### src/rtl/pulse_meter.sv
`default_nettype none
// ============================================================================
//  Module      : pulse_meter
//  Description : Edge and timing meter for a debounced, clk-synchronous level.
//                Counts rising edges, measures rise-to-rise period and the
//                high time of the last completed period (both in clk cycles),
//                and raises a sticky loss-of-signal flag when no rise follows
//                within TIMEOUT cycles.
//  Ports       : clk        - system clock
//                rst        - asynchronous active-high reset
//                din        - filtered level, already synchronous to clk
//                edge_count - rising-edge counter, wraps modulo 2^WIDTH
//                period     - cycles between the last two rises, 0 if invalid
//                high_time  - high cycles of last completed period, 0 if invalid
//                valid      - one-cycle strobe when period/high_time update
//                timeout    - sticky signal-lost flag, cleared by next valid
//  Revision    : 1.0 - initial release
// ============================================================================
module pulse_meter #(
   parameter int WIDTH   = 32,
   parameter int TIMEOUT = 50000000
) (
   input  logic             clk,
   input  logic             rst,
   input  logic             din,
   output logic [WIDTH-1:0] edge_count,
   output logic [WIDTH-1:0] period,
   output logic [WIDTH-1:0] high_time,
   output logic             valid,
   output logic             timeout
);

   localparam logic [WIDTH-1:0] c_timeout = WIDTH'(TIMEOUT);
   localparam logic [WIDTH-1:0] c_one     = WIDTH'(1);
   localparam logic [WIDTH-1:0] c_zero    = '0;

   typedef enum logic [0:0] {
      ST_WAIT_FIRST = 1'b0,
      ST_MEASURE    = 1'b1
   } state_t;

   state_t           r_state;
   logic             r_din_q;
   logic [WIDTH-1:0] r_per_cnt;
   logic [WIDTH-1:0] r_hi_cnt;
   logic [WIDTH-1:0] r_hi_latched;

   logic w_rise;
   logic w_fall;

   assign w_rise = din & ~r_din_q;
   assign w_fall = ~din & r_din_q;

   always_ff @(posedge clk or posedge rst) begin
      if (rst) begin
         r_state      <= ST_WAIT_FIRST;
         r_din_q      <= 1'b0;
         r_per_cnt    <= c_zero;
         r_hi_cnt     <= c_zero;
         r_hi_latched <= c_zero;
         edge_count   <= c_zero;
         period       <= c_zero;
         high_time    <= c_zero;
         valid        <= 1'b0;
         timeout      <= 1'b0;
      end else begin
         r_din_q <= din;
         valid   <= 1'b0;

         // Edge counting is independent of the measurement state.
         if (w_rise) begin
            edge_count <= edge_count + c_one;
         end

         case (r_state)
            ST_WAIT_FIRST: begin
               // The first rise only opens a measurement window; with no
               // earlier reference there is nothing to report yet.
               if (w_rise) begin
                  r_state      <= ST_MEASURE;
                  r_per_cnt    <= c_one;
                  r_hi_cnt     <= c_one;
                  r_hi_latched <= c_zero;
               end
            end

            ST_MEASURE: begin
               if (w_rise) begin
                  // A rise coinciding with the timeout limit still counts as
                  // a valid measurement of exactly TIMEOUT cycles.
                  period       <= r_per_cnt;
                  high_time    <= r_hi_latched;
                  valid        <= 1'b1;
                  timeout      <= 1'b0;
                  r_per_cnt    <= c_one;
                  r_hi_cnt     <= c_one;
                  r_hi_latched <= c_zero;
               end else if (r_per_cnt == c_timeout) begin
                  // Signal lost: invalidate results and rearm for a fresh
                  // first rise. Timers stop here, so they never overflow.
                  r_state   <= ST_WAIT_FIRST;
                  timeout   <= 1'b1;
                  period    <= c_zero;
                  high_time <= c_zero;
               end else begin
                  r_per_cnt <= r_per_cnt + c_one;
                  if (din) begin
                     r_hi_cnt <= r_hi_cnt + c_one;
                  end
                  // hi_cnt already holds the full high run when the low
                  // level is first seen.
                  if (w_fall) begin
                     r_hi_latched <= r_hi_cnt;
                  end
               end
            end

            default: begin
               r_state <= ST_WAIT_FIRST;
            end
         endcase
      end
   end

endmodule
`default_nettype wire
### config.mk
export PLATFORM = sky130hd
export DESIGN_NAME = pulse_meter
export DESIGN_NICKNAME = d
export VERILOG_FILES = /design/src/rtl/pulse_meter.sv
export SDC_FILE = /design/constraint.sdc
export NUM_CORES = 1
export LEC_CHECK = 0
export ABC_AREA = 1
export BUFFER_PORTS_ARGS = -buffer_cell sky130_fd_sc_hd__buf_2
export CELL_PAD_IN_SITES_DETAIL_PLACEMENT = 0
export CELL_PAD_IN_SITES_GLOBAL_PLACEMENT = 1
export CORE_ASPECT_RATIO = 0.5
export CORE_MARGIN = 2
export CORE_UTILIZATION = 40
export CTS_BUF_LIST = sky130_fd_sc_hd__clkbuf_8
export CTS_CLUSTER_SIZE = 24
export DETAILED_ROUTE_END_ITERATION = 8
export GPL_TIMING_DRIVEN = 1
export PLACE_DENSITY = 0.71
export SYNTH_ARGS = -nofsm -noshare
export SYNTH_HDL_FRONTEND = slang
export SYNTH_SLANG_ARGS = --single-unit
### constraint.sdc
create_clock -name clk -period 7.9 [get_ports clk]
set_input_delay 1.58 -clock clk [delete_from_list [all_inputs] [get_ports clk]]
set_output_delay 1.58 -clock clk [all_outputs]
set_load 0.1 [all_outputs]
==> results of run 1 <==
[registers in the layout, summed over array words and instances (netlist names)]
signal / cells
r_hi_latched: 32
high_time: 32
r_per_cnt: 32
r_hi_cnt: 32
r_state: 1
edge_count: 32
timeout: 1
period: 32
r_din_q: 1
valid: 1
[path summary, 6_finish.rpt]
check,startpoint,end,slack (ps),cells after the start
max,din,r_hi_cnt[5],4580,10
min,r_hi_latched[28],r_hi_latched[28],480,2
max reg2reg,r_per_cnt[0],high_time[7],4760,10
min reg2reg,r_hi_latched[28],r_hi_latched[28],480,2
max in group asynchronous,rst,r_per_cnt[16],5080,3
min in group asynchronous,rst,high_time[16],1240,2
[Yosys cell counts (4+ instances only)]
library cell | instances | share of area [%]
sky130_fd_sc_hd__nand4_1 | 44 | 2.7
sky130_fd_sc_hd__xnor2_1 | 18 | 1.5
sky130_fd_sc_hd__buf_2 | 17 | 0.83
sky130_fd_sc_hd__xor2_1 | 17 | 1.5
sky130_fd_sc_hd__ha_1 | 4 | 0.49
sky130_fd_sc_hd__nand2_2 | 4 | 0.24
sky130_fd_sc_hd__o21ai_0 | 29 | 1.4
sky130_fd_sc_hd__nor2_1 | 148 | 5.4
sky130_fd_sc_hd__buf_6 | 5 | 0.55
sky130_fd_sc_hd__inv_1 | 159 | 5.8
sky130_fd_sc_hd__nor3_1 | 15 | 0.73
sky130_fd_sc_hd__clkbuf_1 | 11 | 0.40
sky130_fd_sc_hd__o21ai_2 | 50 | 4.3
sky130_fd_sc_hd__nor2_2 | 7 | 0.43
sky130_fd_sc_hd__a21oi_1 | 5 | 0.24
sky130_fd_sc_hd__o21bai_1 | 5 | 0.37
sky130_fd_sc_hd__buf_1 | 7 | 0.26
sky130_fd_sc_hd__buf_8 | 5 | 0.73
sky130_fd_sc_hd__dfrtp_1 | 196 | 48
sky130_fd_sc_hd__o21ai_1 | 31 | 1.5
sky130_fd_sc_hd__nand2_1 | 455 | 17
sky130_fd_sc_hd__or2_2 | 5 | 0.30
sky130_fd_sc_hd__nand3_1 | 91 | 4.4
sky130_fd_sc_hd__inv_2 | 4 | 0.15
[worst max-delay path: cells and delay by family]
family | cells | cell delay, ps
and+or+nand+nor | 5 | 1250
AOI/OAI and AO/OA | 1 | 60
buffers and inverters | 4 | 810
[final cells by class]
type,count,area (um2)
tap,344,430
clock buffer,17,234
fill,2628,13800
multi-input combinational,942,4460
clock inverter,15,173
inverter,163,619
timing repair buffer,108,561
sequential,196,4900
[through the flow]
stage                     total power (uW)  utilization (%)  instance area [um2]
after floorplan                       1450                -                10300
after CTS                             2230             45.2                11400
final                                 2200             45.2                11400
after global placement                1520             43.6                11000
after global routing                  2300             45.2                11400
after detailed placement              1530             43.6                11000
[power by group through the flow]
stage | combinational [uW] | sequential [uW] | clock, uW
floorplan | 149 | 1300 | 0
global placement | 403 | 1120 | 0
detailed placement | 406 | 1120 | 0
CTS | 407 | 1100 | 717
global route | 432 | 1110 | 755
finish | 403 | 1100 | 695
[logic make-up (layout without fill, tap and decap cells)]
group / Yosys count / in the layout / synth area share [%]
xor gates and xnor gates: 35 / 35 / 2.99
adders and majority gates: 4 / 4 / 0.488
AOI/OAI and AO/OA: 125 / 125 / 8.29
buffers and inverters: 209 / 303 / 8.80
DFF: 196 / 196 / 47.8
and+or+nand+nor: 778 / 778 / 31.6
[metal layers]
layer	vias up	track usage [%]	share of wire, %
met4	0	4.60	0.76
met1	4256	30.6	51
met5	-	0	0
li1	4393	-	-
met3	15	4.80	4.4
met2	171	32.8	44
==> run metrics, run 1 <==
number of post-CTS setup repair buffers=0; final hold violations=0; placed wire-length estimate after detailed placement=between 15,000 and 20,000 um; post-synthesis to final-layout area growth=11.0%; drt wl/cell=15.4 um; Worst Path Class, Setup=input port to register; cell-internal power=roughly 1400 uW; # port buffers=100; cts hold-fix bufs=0; async set-reset flop share out of synthesis=100%; fraction of power spent switching nets=between 30% and 40%; clock network fraction of design power=about a third; number of antenna violations at the first check in global routing=0; placed insts=~1.8k; total count of max-transition violations in the final report=0; number of instances in the synthesized netlist=approximately 1.3k; via count of the first global-routing pass=8,175; setup-violating endpoint count in the final report=0; Worst Hold Class=register to register; total overflow reported by the global router=0; register bit count reported by yosys=between 150 and 200; most used cells in the layout excluding fill and tap cells=sky130_fd_sc_hd__nand2_1, sky130_fd_sc_hd__dfrtp_1, sky130_fd_sc_hd__inv_1; max_cap viols=0; vias post-DR=~8.8k; type of origin of the critical path=input port; Peak Freq=roughly 300 MHz; final wirelength=about 28,000 um; number of synthesized flops with an enable pin=0; number of clock buffers inserted by TritonCTS=17; top flip-flop cell by instance count after synthesis=sky130_fd_sc_hd__dfrtp_1; sequential group share of total power=50.1%; Critical Path Fanout Max=56; final setup skew=14.2 ps; nets in the synthesized netlist=1,354; worst hold margin=roughly 480 ps; source-to-sink clock delay at the later pin of the worst-skew pair=just over 500 ps; Yosys warning count=0; Slew headroom=29.4%; number of nets with antenna violations after detailed routing=0; die outline area=approximately 27,000 um2; row cnt=roughly 40; post-layout minimum cycle time=3320 ps; Initial DRC Count=598; peak ir drop on the vdd network=~130 uV; Gate power share=18.3%; Worst Slack Setup Final=about 4600 ps; I/O pin cnt=between 100 and 150; total global-route track usage=a little over a fifth; vias per cell=about 4.9; Final period util=between 40% and 50%; most common cell after layout, fill and taps aside=sky130_fd_sc_hd__nand2_1; setup repair after global routing missed its margin=false; total DRC errors in the routed layout=0; clock tree root buffer cell=sky130_fd_sc_hd__clkbuf_8; critical path endpoint category=register; setup_tns=0 ps; worst path arrival time=around 3700 ps; gp weighted congestion=0.848; clock transition at the registers of the reported paths=approximately 110 ps; Non-Filler Instances=between 1.5k and 2k; vertical die dimension=roughly 120 um; starting density of the core=40.7%; Cell variety after synth=36; post-cts resize count=0; largest net degree at the start of global routing=about 120; cell area after synthesis=just over 10,000 um2; total power divided by cell area=193 nW/um2; number of antenna cells inserted=0; NumNets Final=about 1.4k; fraction of final layout cells with drive strength greater than 1=15.2%; share of synthesized area occupied by flip-flops and latches=between 40 and 50%; clock sink count=slightly below 200; pre-CTS setup slack=roughly 4000 ps; slew at the pin closest to its max-slew limit=roughly 1100 ps; drt first pass iters=5; Syn Area/Cell=about 7.6 um2; global-route wire length before repair=44,600 um; CTS tree=built; switching component of the power=between 700 and 800 uW; sequence of cells on the critical path=buf_2 -> inv_2 -> nor2_2 -> nor2_2 -> nand3_2 -> nand2_1 -> buf_4 -> inv_2 -> nand2_1 -> o21ai_1; required time at the worst-slack endpoint=roughly 8300 ps; H-tree level count=4; reported leakage power=between 0.005 and 0.006 uW; die outline width=about 230 um; result of the run=complete, no violations; CP max stage cell=sky130_fd_sc_hd__nor2_2; CP peak stage delay=740 ps; core outline area=roughly 25,000 um2; buffers from clock root to sink, at most=2
Power figures use the tool's default switching activity.
==> inputs of run 2 (changes only) <==
Clock period 7.9 ns to 3.2 ns, I/O delays scaled along.
==> run 2 against run 1 <==
  * Routed wire length is 0.72% lower
  * Critical endpoint is now period[28]
  * Hold slack worse by 370 ps
  * Critical path depth is 2 lower
  * Non-clock buffer count is 10 higher
  * Utilization is 0.29 points higher
  * Global-route usage is 0.090 points higher
  * Clock power is 140% higher
  * Final cell count is 0.56% higher
  * Setup slack worse by 3600 ps
  * Sequential share of layout area is 0.27 points lower
==> run metrics, run 2 (synthesis gave the netlist of run 1 again) <==
result of the run=complete, no violations; vias per cell=4.89; starting density of the core=about two fifths; number of post-CTS setup repair buffers=0; # port buffers=100; number of nets with antenna violations after detailed routing=0; setup repair after global routing missed its margin=false; drt first pass iters=5; CP max stage cell=sky130_fd_sc_hd__dfrtp_1; buffers from clock root to sink, at most=2; final wirelength=~27,000 um; clock sink count=196; post-synthesis to final-layout area growth=11.7%; final setup skew=around 18 ps; post-cts resize count=0; total overflow reported by the global router=0; Final period util=69.9%; row cnt=41; cell family contributing the most delay on the critical path=simple AND/OR/NAND/NOR gates; core outline area=around 25,000 um2; gp weighted congestion=0.867; die outline area=roughly 27,000 um2; critical path endpoint category=register; number of clock buffers inserted by TritonCTS=17; register cell area after layout=~5000 um2; worst path arrival time=around 2600 ps; NumNets Final=between 1k and 1.5k; most common cell after layout, fill and taps aside=sky130_fd_sc_hd__nand2_1; I/O pin cnt=around 100; most repeated library cell on the critical path=sky130_fd_sc_hd__nand2_1; drt wl/cell=between 15 and 20 um; largest net degree at the start of global routing=89; cts hold-fix bufs=0; placed wire-length estimate after detailed placement=roughly 20,000 um; reported leakage power=about 0.0055 uW; global-route wire length before repair=approximately 45,000 um; final hold violations=0; post-layout minimum cycle time=~2200 ps; sequence of cells on the critical path=nand2_1 -> nor2_1 -> nand2_1 -> nor2_2 -> nand2_4 -> a21oi_4 -> buf_4 -> o21ai_0; most used cells in the layout excluding fill and tap cells=sky130_fd_sc_hd__nand2_1, sky130_fd_sc_hd__dfrtp_1, sky130_fd_sc_hd__inv_1; required time at the worst-slack endpoint=about 3600 ps; setup_tns=0 ps; Critical Path Fanout Max=34; source-to-sink clock delay at the later pin of the worst-skew pair=~510 ps; Worst Path Class, Setup=register to register; CP bufs+invs=1; total DRC errors in the routed layout=0; footprint of the multi-input gates=roughly 4500 um2; fraction of final layout cells with drive strength greater than 1=between 15 and 20%; clock tree root buffer cell=sky130_fd_sc_hd__clkbuf_8; max_cap viols=0; number of antenna violations at the first check in global routing=0; number of antenna cells inserted=0; worst hold margin=approximately 110 ps; die outline width=around 230 um; CP peak stage delay=approximately 550 ps; CTS tree=built; Worst Hold Class=input port to asynchronous set/reset pin; Slew headroom=between 50 and 60%; total of fill cells in the finished design=around 2.6k; clock transition at the registers of the reported paths=100 ps; type of origin of the critical path=register; total count of max-transition violations in the final report=0; peak ir drop on the vdd network=about 350 uV; setup-violating endpoint count in the final report=0; total power divided by cell area=about 470 nW/um2; vias post-DR=~8.8k; slew at the pin closest to its max-slew limit=642 ps; total global-route track usage=between 20% and 30%; Initial DRC Count=roughly 630; H-tree level count=4; vertical die dimension=117 um; Peak Freq=between 400 and 500 MHz; via count of the first global-routing pass=8,412
[run 2: cell count changes in the layout (fill, tap and decap cells not counted)]
| cell | change |
|---|---|
| sky130_fd_sc_hd__buf_4 | +9 |
| sky130_fd_sc_hd__inv_8 | -4 |
| sky130_fd_sc_hd__clkbuf_8 | +2 |
| sky130_fd_sc_hd__clkinv_2 | +2 |
| sky130_fd_sc_hd__clkinvlp_4 | -2 |
| sky130_fd_sc_hd__inv_1 | +2 |
| sky130_fd_sc_hd__buf_12 | +1 |
| sky130_fd_sc_hd__clkinv_4 | +1 |
| sky130_fd_sc_hd__inv_6 | -1 |
[run 2: power breakdown]
part	internal, uW	switching, uW	leakage [uW]	total [uW]
registers	2590	135	0.00269	2720
clock network	734	938	0.000209	1670
logic	186	809	0.00263	995
[run 2: worst paths after layout]
check,startpoint,end,slack (ps),cells after the start
max reg2reg,r_per_cnt[17],period[28],960,8
max in group asynchronous,rst,period[21],2270,3
min in group clk,din,r_din_q,300,1
max,r_per_cnt[17],period[28],960,8
min,rst,edge_count[5],110,2
min reg2reg,r_hi_latched[15],r_hi_latched[15],480,2
[run 2: layer usage]
| layer | track usage [%] | up-vias | wire (um) |
|---|---|---|---|
| met1 | 30.3 | 4186 | 13900 |
| li1 | - | 4401 | - |
| met4 | 7.14 | 0 | 369 |
| met5 | 0 | - | 0 |
| met2 | 33.3 | 156 | 12000 |
| met3 | 3.61 | 26 | 1050 |
[run 2: worst register-to-register path, stage by stage, from the launching register on]
cell,delay (ps)
sky130_fd_sc_hd__dfrtp_1,550
sky130_fd_sc_hd__nand2_1,190
sky130_fd_sc_hd__nor2_1,130
sky130_fd_sc_hd__nand2_1,120
sky130_fd_sc_hd__nor2_2,170
sky130_fd_sc_hd__nand2_4,130
sky130_fd_sc_hd__a21oi_4,150
sky130_fd_sc_hd__buf_4,490
sky130_fd_sc_hd__o21ai_0,180
[run 2: metrics by stage]
step | util [%] | std cells | worst slack [ps] | total power (uW) | cell area [um2]
6_report | 45.5 | 1795 | 964 | 5390 | 11500
2_1_floorplan | - | 1347 | 27.6 | 3580 | 10300
3_3_place_gp | 43.9 | 1763 | 935 | 3770 | 11100
4_1_cts | 45.5 | 1795 | 979 | 5460 | 11500
5_1_grt | 45.5 | 1795 | 834 | 5620 | 11500
3_5_place_dp | 43.9 | 1763 | 941 | 3780 | 11100
[run 2: layout make-up]
| type | instances | share of cell area [%] |
|---|---|---|
| Clock buffer | 19 | 2.28 |
| Sequential cell | 196 | 42.8 |
| Inverter | 163 | 5.37 |
| Timing Repair Buffer | 118 | 5.66 |
| Clock inverter | 13 | 1.17 |
| Tap cell | 344 | 3.76 |
| Multi-Input combinational cell | 942 | 39.0 |
